===== config.mk =====
export PLATFORM = sky130hd
export DESIGN_NAME = notnot_round_controller_flat
export DESIGN_NICKNAME = d
export VERILOG_FILES = /design/src/rtl/notnot_round_controller_if.sv /design/src/rtl/notnot_round_controller.sv /design/src/flat_wrapper.sv
export SDC_FILE = /design/constraint.sdc
export NUM_CORES = 1
export LEC_CHECK = 0
export CAP_MARGIN = 20
export CELL_PAD_IN_SITES_DETAIL_PLACEMENT = 1
export CELL_PAD_IN_SITES_GLOBAL_PLACEMENT = 1
export CORE_MARGIN = 2
export CORE_UTILIZATION = 43
export DETAILED_ROUTE_END_ITERATION = 7
export GPL_ROUTABILITY_DRIVEN = 1
export PLACE_DENSITY_LB_ADDON = 0.1
export SETUP_SLACK_MARGIN = 0.2
export SLEW_MARGIN = 40
export SYNTH_ARGS = -nofsm -noshare
export SYNTH_HDL_FRONTEND = slang
export SYNTH_SLANG_ARGS = --single-unit

===== constraint.sdc =====
create_clock -name clock -period 2.95 [get_ports clock]
set_clock_uncertainty 0.05 [all_clocks]
set_input_delay 0.4425 -clock clock [delete_from_list [all_inputs] [get_ports clock]]
set_output_delay 0.4425 -clock clock [all_outputs]
set_load 0.05 [all_outputs]

===== src/rtl/notnot_round_controller_if.sv =====
// Display-side command/status bundle between notnot_round_controller (master)
// and text_display (slave).
interface notnot_round_controller_if;
  logic       draw_enable;
  logic       start;
  logic       lose;
  logic       black;
  logic [2:0] not_not_selector;
  logic [2:0] colour_logic_selector;
  logic [2:0] colour_selector_1;
  logic [2:0] colour_selector_2;
  logic       done_draw;
  logic       done_draw_black;

  modport master (
    output draw_enable, start, lose, black,
    output not_not_selector, colour_logic_selector, colour_selector_1, colour_selector_2,
    input  done_draw, done_draw_black
  );

  modport slave (
    input  draw_enable, start, lose, black,
    input  not_not_selector, colour_logic_selector, colour_selector_1, colour_selector_2,
    output done_draw, done_draw_black
  );
endinterface


===== src/rtl/notnot_round_controller.sv =====
// NotNot round sequencer: prompts, response timing, judging and score.
// Optional SPEEDUP_EN shrinks the response window after every correct round.
module notnot_round_controller #(
  parameter logic [31:0] ROUND_CYCLES = 32'd100000000,
  parameter logic [15:0] LFSR_SEED    = 16'hACE1
`ifdef SPEEDUP_EN
  ,
  parameter logic [31:0] ROUND_STEP   = 32'd5000000,
  parameter logic [31:0] ROUND_MIN    = 32'd25000000
`endif
) (
  input  logic                                clock,
  input  logic                                resetn,
  input  logic                                start_btn,
  input  logic [3:0]                          keys,
  notnot_round_controller_if.master           disp,
  output logic [7:0]                          score,
  output logic                                playing
);

  typedef enum logic [2:0] {
    S_BOOT, S_WAIT_START, S_CLEAR, S_GEN, S_DRAW, S_PLAY, S_NEXT, S_LOSE
  } state_t;

  localparam logic [15:0] SEED = (LFSR_SEED == 16'h0000) ? 16'hACE1 : LFSR_SEED;

  state_t      state, state_nx;
  logic [15:0] lfsr;
  logic [31:0] timer;
  logic [31:0] window;
  logic        start_q, done_draw_q, done_black_q;
  logic [3:0]  keys_q;
  logic [1:0]  not_cnt, logic_sel, c1_idx, sel2;

  logic        start_new, draw_new, black_new, game_start;
  logic [3:0]  key_new;
  logic [3:0]  answer_mask;

  assign start_new  = start_btn & ~start_q;
  assign draw_new   = disp.done_draw & ~done_draw_q;
  assign black_new  = disp.done_draw_black & ~done_black_q;
  assign key_new    = keys & ~keys_q;
  assign game_start = (state_nx == S_CLEAR) && (state != S_CLEAR);

  assign disp.not_not_selector      = {1'b0, not_cnt};
  assign disp.colour_logic_selector = {1'b0, logic_sel};
  assign disp.colour_selector_1     = {1'b0, c1_idx};
  assign disp.colour_selector_2     = {1'b0, sel2};

  // Keys that make the round correct; sel2 is stored in displayed (inverted) order.
  always_comb begin
    logic [1:0] c2;
    logic [3:0] oh1, oh2, base;
    c2  = ~sel2;
    oh1 = 4'b0001 << c1_idx;
    oh2 = 4'b0001 << c2;
    unique case (logic_sel)
      2'd1:    base = oh1 | oh2;
      2'd2:    base = (c1_idx == c2) ? oh1 : 4'b0000;
      default: base = oh1;
    endcase
    answer_mask = not_cnt[0] ? ~base : base;
  end

  // NOTE: every output of a combinational block gets a default first; a path
  // that leaves one unassigned would infer a latch.
  always_comb begin
    state_nx = state;
    unique case (state)
      S_BOOT:       state_nx = S_WAIT_START;
      S_WAIT_START: if (start_new) state_nx = S_CLEAR;
      S_CLEAR:      if (black_new) state_nx = S_GEN;
      S_GEN:        state_nx = S_DRAW;
      S_DRAW:       if (draw_new)  state_nx = S_PLAY;
      S_PLAY: begin
        if ((key_new & (key_new - 4'd1)) != 4'd0)
          state_nx = S_LOSE;
        else if (key_new != 4'd0)
          state_nx = ((key_new & answer_mask) != 4'd0) ? S_NEXT : S_LOSE;
        else if (timer == 32'd0)
          state_nx = (answer_mask == 4'd0) ? S_NEXT : S_LOSE;
      end
      S_NEXT:       state_nx = S_GEN;
      S_LOSE:       if (start_new) state_nx = S_CLEAR;
      default:      state_nx = S_BOOT;
    endcase
  end

  // NOTE: clocked state uses non-blocking assignments so every register
  // samples pre-edge values regardless of statement order.
  always_ff @(posedge clock) begin
    if (!resetn) begin
      state            <= S_BOOT;
      lfsr             <= SEED;
      timer            <= 32'd0;
      start_q          <= 1'b0;
      done_draw_q      <= 1'b0;
      done_black_q     <= 1'b0;
      keys_q           <= 4'd0;
      not_cnt          <= 2'd0;
      logic_sel        <= 2'd0;
      c1_idx           <= 2'd0;
      sel2             <= 2'd0;
      disp.draw_enable <= 1'b0;
      disp.start       <= 1'b0;
      disp.lose        <= 1'b0;
      disp.black       <= 1'b0;
      score            <= 8'd0;
      playing          <= 1'b0;
    end else begin
      state        <= state_nx;
      lfsr         <= {1'b0, lfsr[15:1]} ^ (lfsr[0] ? 16'hB400 : 16'h0000);
      start_q      <= start_btn;
      done_draw_q  <= disp.done_draw;
      done_black_q <= disp.done_draw_black;
      keys_q       <= keys;

      // Command pulses fire on the cycle the state is entered.
      disp.start       <= (state == S_BOOT);
      disp.black       <= game_start;
      disp.draw_enable <= (state_nx == S_DRAW) && (state != S_DRAW);
      disp.lose        <= (state_nx == S_LOSE) && (state != S_LOSE);
      playing          <= (state_nx == S_PLAY);

      if (state == S_GEN) begin
        not_cnt   <= lfsr[1:0];
        logic_sel <= lfsr[3:2];
        c1_idx    <= lfsr[5:4];
        sel2      <= lfsr[7:6];
      end

      if (state == S_DRAW && state_nx == S_PLAY)
        timer <= window;
      else if (state == S_PLAY && timer != 32'd0)
        timer <= timer - 32'd1;

      if (game_start)
        score <= 8'd0;
      else if (state == S_NEXT && score != 8'hFF)
        score <= score + 8'd1;
    end
  end

`ifdef SPEEDUP_EN
  always_ff @(posedge clock) begin
    if (!resetn || game_start)
      window <= ROUND_CYCLES;
    else if (state == S_NEXT)
      window <= (window >= ROUND_MIN && (window - ROUND_MIN) >= ROUND_STEP)
                ? window - ROUND_STEP : ROUND_MIN;
  end
`else
  assign window = ROUND_CYCLES;
`endif

endmodule

===== src/flat_wrapper.sv =====
// flat-port wrapper written by rule: the top's interface ports become plain ports
module notnot_round_controller_flat 
#(
  parameter logic [31:0] ROUND_CYCLES = 32'd100000000,
  parameter logic [15:0] LFSR_SEED    = 16'hACE1

)
  (clock, resetn, start_btn, keys, score, playing, disp_draw_enable, disp_start, disp_lose, disp_black, disp_not_not_selector, disp_colour_logic_selector, disp_colour_selector_1, disp_colour_selector_2, disp_done_draw, disp_done_draw_black);
  notnot_round_controller_if disp_i ();
  input  logic clock;
  input  logic resetn;
  input  logic start_btn;
  input  logic [3:0] keys;
  output logic [7:0] score;
  output logic playing;
  output wire logic [$bits(disp_i.draw_enable)-1:0] disp_draw_enable;
  output wire logic [$bits(disp_i.start)-1:0] disp_start;
  output wire logic [$bits(disp_i.lose)-1:0] disp_lose;
  output wire logic [$bits(disp_i.black)-1:0] disp_black;
  output wire logic [$bits(disp_i.not_not_selector)-1:0] disp_not_not_selector;
  output wire logic [$bits(disp_i.colour_logic_selector)-1:0] disp_colour_logic_selector;
  output wire logic [$bits(disp_i.colour_selector_1)-1:0] disp_colour_selector_1;
  output wire logic [$bits(disp_i.colour_selector_2)-1:0] disp_colour_selector_2;
  input wire logic [$bits(disp_i.done_draw)-1:0] disp_done_draw;
  input wire logic [$bits(disp_i.done_draw_black)-1:0] disp_done_draw_black;
  assign disp_draw_enable = disp_i.draw_enable;
  assign disp_start = disp_i.start;
  assign disp_lose = disp_i.lose;
  assign disp_black = disp_i.black;
  assign disp_not_not_selector = disp_i.not_not_selector;
  assign disp_colour_logic_selector = disp_i.colour_logic_selector;
  assign disp_colour_selector_1 = disp_i.colour_selector_1;
  assign disp_colour_selector_2 = disp_i.colour_selector_2;
  assign disp_i.done_draw = disp_done_draw;
  assign disp_i.done_draw_black = disp_done_draw_black;
  notnot_round_controller #(.ROUND_CYCLES(ROUND_CYCLES), .LFSR_SEED(LFSR_SEED)) u_core (.clock(clock), .resetn(resetn), .start_btn(start_btn), .keys(keys), .disp(disp_i), .score(score), .playing(playing));
endmodule

==> reports/metrics.cfg, run 1 <==
[run_status]
outcome = finished, final reports clean

[worst_setup_path]
startpoint = u_core.timer[10]
path_buf_inv = 0
worstPathRequired_ns = 3.14
critPathMaxStageDelay_ns = 0.65
timing.rr.end = u_core.timer[2]
worstSetupPathType = register to register
reg2reg_depth = 6
cpMostUsedCell = or3_4
worstPathArrival_ns = 2.79
rrSetupSlack_ns = 0.35
path_cells = or4_1, or3_4, or3_4, and3_2, xnor2_1, nor2_1
end_kind = register
reg2reg_from = u_core.timer[10]
crit_fanout = 14
cp_slowest_cell = or4_1
start_kind = register
path_delay_family = simple AND/OR/NAND/NOR gates

[floorplan]
core_area_mm2 = 0.00826
rows = 33
die_h_um = 96.4
io_pins = 34
die-area_mm2 = 0.00930
initial_core_util_pct = 44.5
die_x_um = 96.4

[logic_synthesis]
async_flop_share_pct = 0
synth_top_area_share_pct = 43.1
syn_inst = 421
synth_cell_type_count = 61
yosysWarnings = 0
syn_avg_cell_area_um2 = 8.73
yosysTopAreaCell = dfxtp_1
synth_area_mm2 = 0.00367
synth_area_leaders = dfxtp_1 43%, xnor2_1 5.2%, nor2_1 4.3%, xor2_1 3.8%, a21oi_1 3.7%
synth_flop_cell = dfxtp_1
yosysSeqAreaShare_pct = 43.1
synth_edf_count = 0
ys_seq_elements = 79

[sta]
finalSetupTns_ns = 0
slew_headroom_pct = 55.5
tightest_slew_ns = 0.664
maxClockFrequency_mhz = 385
layout_min_cycle_time_ns = 2.60
report.final.setup_viol = 0
hold_viol = 0
drv_slew = 0
rsz0062_at_grt = false
post-route-period-util_pct = 88.0

[power]
switchingPower_mw = 0.659
peakVddDrop_mv = 0.381
p_leak_nw = 1.56
seq_power_share_pct = 47.6
intPower_mw = 1.71
p_comb_share_pct = 13.5
netSwitchingFraction_pct = 27.8
power.share.clock_pct = 38.9
total_power_mw = 2.37
power.density_mw_per_mm2 = 548

[place]
gp_congestion = 0.770
dp_cells = 546
numPortBuffers = 29
dp_hpwl_mm = 6.48
postPlaceCellArea_mm2 = 0.00407

[finish]
fin_util_pct = 52.3
fin_nets = 467
drive_gt1_share_pct = 11.1
synthToLayoutAreaGrowth_pct = 17.7
n_antenna_cell = 0
layout_common_cells = 79 x dfxtp_1, 42 x nor2_1, 32 x nand2_1
final_area_mm2 = 0.00432
final_cell_count_no_fill = 563
layout_commonest_cell = dfxtp_1

[drt]
num_vias = 3077
wirelength_mm = 9.15
via_per_inst = 5.47
first_pass_iters = 4
drtAntennaViolNets = 0
drc_errors = 0
wl_per_cell_um = 16.3
drtIter0Drc = 92

[global_routing]
antenna_found_initial = 0
grt-ovfl-total = 0
first_global_vias = 3173
grt_start_max_net_pins = 21
grt_pass1_wl_mm = 15.4
grt_usage_pct = 21.5

[clocking]
cts-htree-levels = 3
cts-root-buf = clkbuf_8
clk_latency_ns = 0.36
cts_made_buffers = 9
cts_tree = built
clk_pin_slew_ns = 0.09
clock_sinks = 79
cts_max_path_buffers = 2

[min_path]
min_path_cells = 1
hold_path.class = register to register
hold_end = u_core.lfsr[11]
min_from = u_core.lfsr[12]

[job]
drv_cap = 0

[power by group through the flow]
stage / Clock (mW) / Sequential [mW] / Combinational [mW]
floorplan: 0 / 1.16 / 0.219
global placement: 0 / 1.15 / 0.305
CTS: 0.949 / 1.13 / 0.314
global route: 0.982 / 1.13 / 0.352
finish: 0.923 / 1.13 / 0.319
detailed placement: 0 / 1.15 / 0.312
[registers in the layout (all words and copies together) (netlist names)]
register,flops
u_core.c1_idx,2
u_core.disp.black,1
u_core.disp.draw_enable,1
u_core.disp.lose,1
u_core.disp.start,1
u_core.done_black_q,1
u_core.done_draw_q,1
u_core.keys_q,4
u_core.lfsr,16
u_core.logic_sel,2
u_core.not_cnt,2
u_core.playing,1
u_core.score,8
u_core.sel2,2
u_core.start_q,1
u_core.state,3
u_core.timer,32
[area by class of cell]
cell class / instances / area (um2)
fillers: 974 / 3940
multi-input cells: 310 / 1950
flip-flops and latches: 79 / 1580
repair buffers: 43 / 395
well taps: 105 / 131
clock buffers: 9 / 124
clock inverters: 7 / 103
inverters: 10 / 37.5
[worst max path at each step]
| stage | to | slack, ns | cells past startpoint |
|---|---|---|---|
| final | u_core.timer[2] | 0.35 | 6 |
| after floorplan | u_core.disp.draw_enable | 0.38 | 8 |
| after global placement | u_core.disp.draw_enable | 0.34 | 6 |
| after global routing | u_core.disp.draw_enable | 0.24 | 8 |
| after CTS | u_core.timer[2] | 0.26 | 6 |
| after detailed placement | u_core.disp.draw_enable | 0.23 | 8 |
[cells in the mapped netlist (3+ instances only)]
library cell,instances
ha_1,5
nor3b_1,3
nor3_1,10
nand2_1,32
or4_1,4
and2_1,13
nand4_1,11
nor2_1,42
buf_6,3
nand4b_1,3
dfxtp_1,79
o21a_1,3
clkbuf_1,15
a211oi_1,3
nor2b_1,7
nand2b_1,10
nand3b_1,5
o21ai_0,8
or3_1,6
xor2_1,16
a21oi_1,27
nand3_1,21
and3_1,3
inv_1,9
nor4_1,13
xnor2_1,22
o41ai_1,5
buf_4,5
[per-layer routing]
layer  global-route usage (%)  vias up  routed length, um
met5                        0        -                  0
met4                     5.52        0                 77
met3                     4.89        5                191
met2                     38.0       29               4640
met1                     26.3     1510               4250
li1                         -     1533                  -
[logic make-up after synthesis]
group	synth area share, %
AO/OA/AOI/OAI	10.7
XOR/XNOR	9.06
adder cells (fa/ha/maj)	1.98
buffers and inverters	4.73
flip-flops	43.1
multiplexers	0.272
other	0.102
AND/OR/NAND/NOR	30.1
[through the flow]
stage / hold WS (ns) / setup slack [ns]
global placement: 0.352 / 0.337
detailed placement: 0.348 / 0.227
CTS: 0.370 / 0.263
global route: 0.394 / 0.242
floorplan: 0.336 / 0.377
finish: 0.366 / 0.354
[what timing repair did]
item	4_1_cts	5_1_grt
buffers inserted	0	1
gates resized for setup	1	2
pin swaps	0	1
endpoints found under the setup margin	1	10
hold buffers	0	0
Power figures use the tool's default switching activity.
==> run 2, diff against run 1 <==
--- a/config.mk
+++ b/config.mk
@@ -12,9 +12,10 @@
 export CORE_UTILIZATION = 43
 export DETAILED_ROUTE_END_ITERATION = 7
 export GPL_ROUTABILITY_DRIVEN = 1
+export MAX_ROUTING_LAYER = met4
 export PLACE_DENSITY_LB_ADDON = 0.1
 export SETUP_SLACK_MARGIN = 0.2
-export SLEW_MARGIN = 40
+export SLEW_MARGIN = 15
 export SYNTH_ARGS = -nofsm -noshare
 export SYNTH_HDL_FRONTEND = slang
 export SYNTH_SLANG_ARGS = --single-unit
==> reports/metrics.cfg, run 2 (synthesis results as in run 1) <==
[global_routing]
grt_usage_pct = 21.8
antenna_found_initial = 0
grt_start_max_net_pins = 21
first_global_vias = 3159
grt_pass1_wl_mm = 15.2
grt-ovfl-total = 0

[clocking]
clock_sinks = 79
cts_made_buffers = 9
clk_pin_slew_ns = 0.10
cts-root-buf = clkbuf_8
cts_tree = built
clk_latency_ns = 0.36
cts-htree-levels = 3
cts_max_path_buffers = 2
ctsHoldBuffers = 0

[floorplan]
die_h_um = 96.4
die-area_mm2 = 0.00930
rows = 33
core_area_mm2 = 0.00826
die_x_um = 96.4
io_pins = 34
initial_core_util_pct = 44.5

[finish]
layout_commonest_cell = dfxtp_1
reg_top3 = u_core.timer (32), u_core.lfsr (16), u_core.score (8)
synthToLayoutAreaGrowth_pct = 17.0
regMostFlops = u_core.timer
drive_gt1_share_pct = 10.7
largest_reg_flops = 32
final_cell_count_no_fill = 563
fin_nets = 467
n_antenna_cell = 0
layout_common_cells = 79 x dfxtp_1, 42 x nor2_1, 32 x nand2_1

[place]
dp_slack_ns = 0.216
numPortBuffers = 29
dp_hpwl_mm = 6.47
gp_congestion = 0.781
dp_cells = 546

[sta]
hold_viol = 0
layout_min_cycle_time_ns = 2.66
slew_headroom_pct = 30.7
maxClockFrequency_mhz = 377
tightest_slew_ns = 1.03
rsz0062_at_grt = false
hold_ws_ns = 0.367
drv_slew = 0
finalSetupTns_ns = 0
setup_ws_ns = 0.295
report.final.setup_viol = 0
post-route-period-util_pct = 90.0

[worst_setup_path]
start_kind = register
end_kind = register
worstPathRequired_ns = 3.15
worstPathArrival_ns = 2.86
cp_slowest_cell = or4_1
crit_fanout = 14
path_buf_inv = 0
path_cells = or4_1, or3_1, or3_4, and3_2, xnor2_1, nor2_1
critPathMaxStageDelay_ns = 0.64
worstSetupPathType = register to register
path_delay_family = simple AND/OR/NAND/NOR gates

[job]
drv_cap = 0

[drt]
drc_errors = 0
drtAntennaViolNets = 0
drtIter0Drc = 93
wl_per_cell_um = 16.1
via_per_inst = 5.49
num_vias = 3089
first_pass_iters = 4
wirelength_mm = 9.08

[power]
p_leak_nw = 1.55
peakVddDrop_mv = 0.320
power.density_mw_per_mm2 = 536

[run_status]
outcome = finished, final reports clean

[min_path]
hold_path.class = register to register

-- run 2: per-layer routing --
metal | up-vias | part of all wire [%] | GRT usage, %
met2 | 31 | 50 | 37.1
met3 | 12 | 2.3 | 4.89
met4 | 0 | 0.99 | 6.10
li1 | 1527 | - | -
met5 | - | 0 | -
met1 | 1519 | 47 | 25.9
-- run 2: layout make-up --
cell class / instances / area (um2)
Tap cell: 105 / 131
Inverter: 10 / 37.5
Clock buffer: 9 / 124
Clock inverter: 7 / 86.3
Timing Repair Buffer: 43 / 395
Multi-Input combinational cell: 310 / 1940
Sequential cell: 79 / 1580
Fill cell: 978 / 3960
-- run 2: power breakdown --
part	switching (mW)	total, mW	internal [mW]
registers	0.0282	1.13	1.10
clock network	0.449	0.859	0.410
logic	0.196	0.316	0.120
-- run 2: through the flow --
stage               utilization, %  instance area (um2)  power [mW]
detailed placement            49.3                 4070        1.46
global placement              49.3                 4070        1.46
global route                  52.0                 4300        2.40
finish                        52.0                 4300        2.30
floorplan                        -                 3680        1.38
CTS                           51.9                 4290        2.32
-- run 2: worst paths after layout --
path,startpoint,end,slack (ns),depth (start not counted)
max,u_core.timer[10],u_core.timer[2],0.29,6
min,u_core.lfsr[12],u_core.lfsr[11],0.37,1
max reg2reg,u_core.timer[10],u_core.timer[2],0.29,6
min reg2reg,u_core.lfsr[12],u_core.lfsr[11],0.37,1
-- run 2: repair_timing --
action,in CTS,in global routing
pin swaps,0,1
resized for setup,1,1
setup buffers,0,1
endpoints found under the setup margin,1,10
==> run 3, diff against run 2 <==
--- a/config.mk
+++ b/config.mk
@@ -13,9 +13,9 @@
 export DETAILED_ROUTE_END_ITERATION = 7
 export GPL_ROUTABILITY_DRIVEN = 1
 export MAX_ROUTING_LAYER = met4
-export PLACE_DENSITY_LB_ADDON = 0.1
+export PLACE_DENSITY = 0.76
 export SETUP_SLACK_MARGIN = 0.2
-export SLEW_MARGIN = 15
+export SLEW_MARGIN = 20
 export SYNTH_ARGS = -nofsm -noshare
 export SYNTH_HDL_FRONTEND = slang
 export SYNTH_SLANG_ARGS = --single-unit
==> constraint.sdc (replaced) <==
create_clock -name clock -period 2.83 [get_ports clock]
set_clock_uncertainty 0.05 [all_clocks]
set_input_delay 0.4245 -clock clock [delete_from_list [all_inputs] [get_ports clock]]
set_output_delay 0.4245 -clock clock [all_outputs]
set_load 0.05 [all_outputs]
==> reports/metrics.cfg, run 3 (synthesis results as in run 1) <==
[place]
dp_slack_ns = 0.195
numPortBuffers = 29
postPlaceCellArea_mm2 = 0.00407
dp_hpwl_mm = 6.31
gp_congestion = 0.803

[sta]
rsz0062_at_grt = false
post-route-period-util_pct = 88.3
layout_min_cycle_time_ns = 2.50
drv_slew = 0
tightest_slew_ns = 0.978
hold_viol = 0
maxClockFrequency_mhz = 400
report.final.setup_viol = 0
finalSetupTns_ns = 0
slew_headroom_pct = 34.3
setup_ws_ns = 0.330

[worst_setup_path]
startpoint = u_core.timer[10]
cpMostUsedCell = or3_4
path_delay_family = simple AND/OR/NAND/NOR gates
path_cells = or4_4, or3_4, or3_4, and3_2, xnor2_1, nor2_1
critPathMaxStageDelay_ns = 0.59
worstPathArrival_ns = 2.70
start_kind = register
reg2reg_from = u_core.timer[10]
end_kind = register
worstSetupPathType = register to register
worstPathRequired_ns = 3.03
cp_slowest_cell = or4_4
crit_fanout = 14
path_buf_inv = 0

[clocking]
cts_tree = built
cts-root-buf = clkbuf_8
clk_latency_ns = 0.36
cts_made_buffers = 9
clock_sinks = 79
ctsHoldBuffers = 0
cts-htree-levels = 3
clk_pin_slew_ns = 0.09
cts_max_path_buffers = 2

[min_path]
hold_path.class = register to register
min_from = u_core.lfsr[12]

[finish]
fill_cells = 976
regMostFlops = u_core.timer
drive_gt1_share_pct = 11.6
fin_nets = 466
synthToLayoutAreaGrowth_pct = 17.2
n_antenna_cell = 0
final_area_mm2 = 0.00431
layout_common_cells = 79 x dfxtp_1, 41 x nor2_1, 32 x nand2_1
multiInputGateArea_mm2 = 0.00196
largest_reg_flops = 32
layout_commonest_cell = dfxtp_1
reg_top3 = u_core.timer (32), u_core.lfsr (16), u_core.score (8)
ff_latch_area_mm2 = 0.00158

[drt]
drtAntennaViolNets = 0
drtIter0Drc = 65
first_pass_iters = 4
drc_errors = 0
num_vias = 3044
wl_per_cell_um = 16.1
via_per_inst = 5.42
wirelength_mm = 9.05

[run_status]
outcome = finished, final reports clean

[power]
power.density_mw_per_mm2 = 555
p_leak_nw = 1.55
peakVddDrop_mv = 0.278
total_power_mw = 2.39

[global_routing]
met1_usage_pct = 25.6
grt_pass1_wl_mm = 15.4
top_usage_layer = met2
grt_usage_pct = 21.6
grt_start_max_net_pins = 24
grt_use_met2_pct = 37.7
first_global_vias = 3257
antenna_found_initial = 0
grt-ovfl-total = 0
met3_usage_pct = 4.65

[floorplan]
core_area_mm2 = 0.00826
io_pins = 34
die_x_um = 96.4
initial_core_util_pct = 44.5
die_h_um = 96.4
die-area_mm2 = 0.00930
rows = 33

[job]
drv_cap = 0

==> run 3: routing by layer <==
metal | up-vias | part of all wire (%)
li1 | 1518 | -
met1 | 1484 | 46
met2 | 35 | 51
met3 | 7 | 2.4
met4 | 0 | 0.82
met5 | - | 0
==> run 3: stage by stage <==
stage | utilization (%) | hold slack, ns | cells
2_1_floorplan | - | 0.336 | 424
3_3_place_gp | 49.3 | 0.355 | 546
3_5_place_dp | 49.3 | 0.356 | 546
4_1_cts | 51.8 | 0.387 | 562
5_1_grt | 52.2 | 0.393 | 562
6_report | 52.2 | 0.376 | 562
==> run 3: area by class of cell <==
| class | instances | share of cell area (%) |
|---|---|---|
| clock buffers | 9 | 2.88 |
| clock inverters | 7 | 1.95 |
| inverters | 10 | 0.872 |
| multi-input cells | 310 | 45.5 |
| flip-flops and latches | 79 | 36.7 |
| well taps | 105 | 3.05 |
| repair buffers | 42 | 9.01 |
==> run 3: worst reg2reg max path: stages, from the launching register on <==
cell,delay (ns)
dfxtp_1,0.35
or4_4,0.59
or3_4,0.45
or3_4,0.51
and3_2,0.26
xnor2_1,0.14
nor2_1,0.05
==> run 3: final timing paths <==
kind,endpoint,depth (start not counted),slack [ns]
max,u_core.timer[2],6,0.33
min,u_core.lfsr[11],1,0.38
max reg2reg,u_core.timer[2],6,0.33
min reg2reg,u_core.lfsr[11],1,0.38
==> run 3: repair_timing <==
item | 4_1_cts | 5_1_grt
setup endpoints to repair | 1 | 6
pin swaps | 0 | 0
gates resized for setup | 1 | 6
buffers inserted | 0 | 0
==> run 3: power breakdown <==
part / total [mW] / leakage, nW / switching (mW) / internal, mW
Sequential: 1.17 / 0.644 / 0.0277 / 1.15
Clock: 0.883 / 0.103 / 0.456 / 0.426
Combinational: 0.332 / 0.799 / 0.209 / 0.123
Total: 2.39 / 1.55 / 0.693 / 1.70
==> edit 1: new RTL, flow settings as in run 2 <==
Build with the macro `SPEEDUP_EN` defined.
--- a/src/rtl/notnot_round_controller.sv
+++ b/src/rtl/notnot_round_controller.sv
@@ -2,2 +2,4 @@
 // Optional SPEEDUP_EN shrinks the response window after every correct round.
+`define SPEEDUP_EN
+
 module notnot_round_controller #(
Behaviour: same outputs for any inputs over 10 cycles, from zero or initial values and one cycle with resetn low; that may be too few to reach the edited logic, so the function may still have changed.
==> edit 1 against run 2 <==
  * Synthesized cell count increased by 62%
  * Combinational power rose by 80%
  * Synthesized area is 50% higher
  * Routed wire length up 97%
  * Sequential cell count rose by 26
  * Worst setup slack worse by 0.29 ns
  * Total power up 50%
  * Global-route usage grew 5.2 points
  * Cell area grew 67%
  * Cell count increased by 66%
  * Highest routed layer unchanged
==> edit 1: results (changes against run 2) <==
Parameter                              Value

Final layout
  Proportion of layout cells with a drive suffix above 1    23.27% (was 10.70%)
  Nets@finish    777 (was 467)
  Top Registers    u_core.timer (32), u_core.window (26), u_core.lfsr (16) (was u_core.timer (32), u_core.lfsr (16), u_core.score (8))
  Number of fill cells in the layout    1,479 (was 978)

Pwr
  Static leakage    2.725 nW (was 1.554 nW)
  Internal power    2.471 mW (was 1.631 mW)
  Power per unit of standard cell area    481.1 mW/mm² (was 536.3 mW/mm²)
  Power of the clock network    1.35 mW (was 0.859 mW)
  Power after layout    3.455 mW (was 2.304 mW)
  Share of total power in sequential cells    44.5% (was 49.0%)
  IR drop worst, VDD    0.2357 mV (was 0.3201 mV)

CTS
  Clock edge transition at the registers on the reported setup and hold paths    0.08 ns (was 0.10 ns)
  Root cell of the clock tree    clkbuf_16 (was clkbuf_8)
  Resized Gates After CTS    46 (was 1)

Worst setup path
  Largest fanout on the critical path    5 (was 14)
  Worst reg2reg startpoint    u_core.window[7] (was u_core.timer[10])
  Highest cell delay on the worst timing path    0.34 ns (was 0.64 ns)
  Critical path data arrival time    3.19 ns (was 2.86 ns)

Timing
  Slew @ Worst Pin    0.7046 ns (was 1.030 ns)

Yosys
  Leading post-synthesis cells by cell area    dfxtp_1, xnor2_1, nor2_1, nand2_1, xor2_1 (was dfxtp_1, xnor2_1, nor2_1, xor2_1, a21oi_1)
  Number of distinct library cells after synthesis    64 (was 61)
  Share of the yosys chip area belonging to registers    38.16% (was 43.05%)
  Portion of netlist area occupied by mux cells    1.840% (was 0.2725%)
  Area share of xor/xnor cells in the synthesized design    9.062% (was 9.060%)

GRT
  Maximum number of pins on one net before global-route repair    51 (was 21)
  Met3 usage    5.613% (was 4.888%)
  Number of global-route vias before repair    5,493 (was 3,159)
  Met2 usage in global routing    44.18% (was 37.09%)
  Gr usage total    27.00% (was 21.76%)

Outcome
  Status    completed (unchanged)

Place
  Last weighted congestion value of the routability-driven placer    0.9215 (was 0.7806)
  Placed Instances    896 (was 546)
  Post-Place Worst Slack    -0.08936 ns (was 0.2156 ns)

Detailed routing
  Ratio of routed vias to standard cells    5.601 (was 5.487)

Min path
  Worst min-delay path startpoint    u_core.lfsr[8] (was u_core.lfsr[12])
-- edit 1: changes by cell type in the layout (fill, tap and decap cells not counted), sizes merged, moves of 13 or more --
| cell | delta |
|---|---|
| buf | +64 |
| o21ai | +37 |
| nand2 | +31 |
| nor2 | +30 |
| dfxtp | +26 |
| nor3 | +13 |
-- edit 1: layout make-up --
class	count	share of cell area [%]
inverter	19	0.9932
clock buffer	9	3.136
multi-input combinational	518	49.33
timing repair buffer	107	12.51
sequential	105	29.55
tap	172	2.997
clock inverter	7	1.481
-- edit 1: worst paths after layout --
kind                           end  slack [ns]
setup / recovery  u_core.window[7]       0.004
hold / removal      u_core.lfsr[7]        0.38
setup reg to reg  u_core.window[7]       0.004
hold reg to reg     u_core.lfsr[7]        0.38
-- edit 1: layer usage --
layer	routed length [µm]	share of wire [%]
met3	631	3.5
met1	7797	44
met5	0	0
met4	605	3.4
met2	8867	50
==> edit 2: new RTL, flow settings as in run 2 <==
Made on the original files. Add an input register stage for `start_btn` and `keys`, without a reset; this delays them by one clock. The other inputs are not delayed to match.
--- a/src/rtl/notnot_round_controller.sv
+++ b/src/rtl/notnot_round_controller.sv
@@ -26,2 +26,10 @@
 
+  logic start_btn_q;
+  logic [3:0] keys_r;
+
+  always_ff @(posedge clock) begin
+    start_btn_q <= start_btn;
+    keys_r      <= keys;
+  end
+
   state_t      state, state_nx;
@@ -38,6 +46,6 @@
 
-  assign start_new  = start_btn & ~start_q;
+  assign start_new  = start_btn_q & ~start_q;
   assign draw_new   = disp.done_draw & ~done_draw_q;
   assign black_new  = disp.done_draw_black & ~done_black_q;
-  assign key_new    = keys & ~keys_q;
+  assign key_new    = keys_r & ~keys_q;
   assign game_start = (state_nx == S_CLEAR) && (state != S_CLEAR);
@@ -112,6 +120,6 @@
       lfsr         <= {1'b0, lfsr[15:1]} ^ (lfsr[0] ? 16'hB400 : 16'h0000);
-      start_q      <= start_btn;
+      start_q      <= start_btn_q;
       done_draw_q  <= disp.done_draw;
       done_black_q <= disp.done_draw_black;
-      keys_q       <= keys;
+      keys_q       <= keys_r;
 
Check against the original RTL: not equivalent (Yosys sat finds a counterexample within 4 cycles, from zero or initial values and one cycle with resetn low).
==> edit 2 against run 2 <==
  * Worst setup slack improved by 0.032 ns
  * Cell area down 2.9%
  * Synthesized area decreased by 4.2%
  * Sequential cell count grew 5
  * Core utilization is 0.47 points lower
  * Routed wire length fell by 13%
  * Count of clock-buffer cells in the layout increased by 3
Power is not compared: it rests on default switching activity, and its combinational part moved more than twofold at a synthesized area within 25%.
==> edit 2: results (changes against run 2) <==
Parameter                              Value

Pwr
  IR drop worst, VDD    approximately 0.31 mV
  Power per unit of standard cell area    710.3 mW/mm²
  Static leakage    approximately 1.6 nW

Yosys
  Most frequent cells after synthesis    dfxtp_1, nor2_1, nand2_1 (unchanged)
  Yosys Warn Count    0 (unchanged)
  Share of the yosys chip area belonging to registers    47.76% (was 43.05%)
  Post-synthesis average cell area    8.846 µm² (was 8.726 µm²)
  Post-synthesis async set-or-reset flop share    0% (unchanged)
  Leading post-synthesis cells by cell area    dfxtp_1, xnor2_1, nor2_1, xor2_1, a21oi_1 (unchanged)
  Number of distinct library cells after synthesis    45 (was 61)

Final layout
  Number of fill cells in the layout    945 (was 978)
  Antenna cell count    0 (unchanged)
  Top Registers    u_core.timer (32), u_core.lfsr (16), u_core.score (8) (unchanged)
  Final Instance Count excl. Fillers    544 (was 563)
  Proportion of layout cells with a drive suffix above 1    8.428% (was 10.70%)
  Nets@finish    447 (was 467)

CTS
  Clock insertion delay at the later pin of the skew report    ~0.35 ns
  Root cell of the clock tree    clkbuf_8 (unchanged)
  Count of H-tree levels built during CTS    3 (unchanged)
  Maximum clock path buffer count    2 (unchanged)
  Resized Gates After CTS    0 (was 1)
  Clock edge transition at the registers on the reported setup and hold paths    0.09 ns
  Total setup buffers inserted after CTS    0 (unchanged)
  CTS buffer count    9 (unchanged)

Place
  Post-Place Worst Slack    0.2107 ns (was 0.2156 ns)
  Placed Instances    525 (was 546)
  IO Port Bufs    29 (unchanged)
  HPWL Detailed    5.607 mm (was 6.472 mm)
  Placed Area    0.003939 mm² (was 0.004068 mm²)
  Last weighted congestion value of the routability-driven placer    0.8088 (was 0.7806)

Worst setup path
  Category of the critical setup timing path    register to register (unchanged)
  Critical path data arrival time    2.80 ns (was 2.86 ns)
  Flop-to-flop setup slack    0.33 ns (was 0.29 ns)
  Largest fanout on the critical path    7 (was 14)
  Highest cell delay on the worst timing path    0.59 ns (was 0.64 ns)
  Origin of the worst setup path    u_core.timer[9] (was u_core.timer[10])
  R2r worst-path depth    7 (was 6)
  Crit path max-delay cell type    or4_4 (was or4_1)
  Gate family responsible for the most delay along the worst path    simple AND/OR/NAND/NOR gates (unchanged)
  End of the worst register-to-register path    u_core.timer[6] (was u_core.timer[2])

Detailed routing
  DR pass1 iterations    4 (unchanged)
  Ratio of routed vias to standard cells    5.127 (was 5.487)
  Starting DRC count in detailed routing    76 (was 93)
  Final wirelength    7.893 mm (was 9.078 mm)

Timing
  Worst hold slack after final layout    0.3605 ns (was 0.3667 ns)
  Upper clock frequency limit    381.3 MHz (was 376.6 MHz)
  Max-slew headroom    64.39% (was 30.72%)

GRT
  First-pass GRT wire length    13.33 mm (was 15.18 mm)
  Maximum number of pins on one net before global-route repair    27 (was 21)
  Number of antenna violations at the first check in global routing    0 (unchanged)
  Gr usage total    19.67% (was 21.76%)
  Number of global-route vias before repair    2,790 (was 3,159)

Min path
  Worst Hold Class    register to register (unchanged)

Outcome
  Status    completed (unchanged)
[edit 2: how the worst min path moves through the flow]
stage,cells past startpoint,end,start
finish,1,u_core.lfsr[11],u_core.lfsr[12]
global route,1,u_core.lfsr[0],u_core.lfsr[1]
CTS,1,u_core.lfsr[11],u_core.lfsr[12]
detailed placement,1,u_core.lfsr[7],u_core.lfsr[8]
global placement,1,u_core.lfsr[11],u_core.lfsr[12]
floorplan,1,u_core.lfsr[11],u_core.lfsr[12]
[edit 2: final cells by class]
cell class | instances | area share [%]
multi-input cells | 289 | 41.68
clock inverters | 4 | 1.139
clock buffers | 12 | 3.718
repair buffers | 42 | 9.295
well taps | 105 | 3.148
flip-flops and latches | 84 | 40.30
inverters | 8 | 0.7196
[edit 2: cells by family (layout without fill, tap and decap cells)]
family,Yosys count,count (layout),synth area share [%]
adders and majority gates,5,5,1.706
other,1,4,0.1065
AOI/OAI and AO/OA,48,48,7.641
muxes,1,1,0.2843
xor gates and xnor gates,42,42,10.45
buffers and inverters,28,66,3.411
and+or+nand+nor,189,189,28.64
DFF,84,84,47.76
[edit 2: power by group]
group          internal (mW)  total (mW)  switching, mW
sequential              1.22        1.30         0.0793
combinational          0.364       0.838          0.474
clock                  0.435       0.827          0.392
[edit 2: worst reg2reg max path: cells and delay by family (launching register included)]
kind	cells	cell delay [ns]
XOR/XNOR	1	0.14
flip-flops	1	0.35
AND/OR/NAND/NOR	6	1.98
[edit 2: per-layer routing]
layer | wire, µm | global-route usage (%) | vias up
met1 | 3717 | 24.14 | 1326
met2 | 3786 | 31.85 | 40
met4 | 177 | 7.850 | 0
li1 | - | - | 1409
met5 | 0 | - | -
met3 | 211 | 3.990 | 14
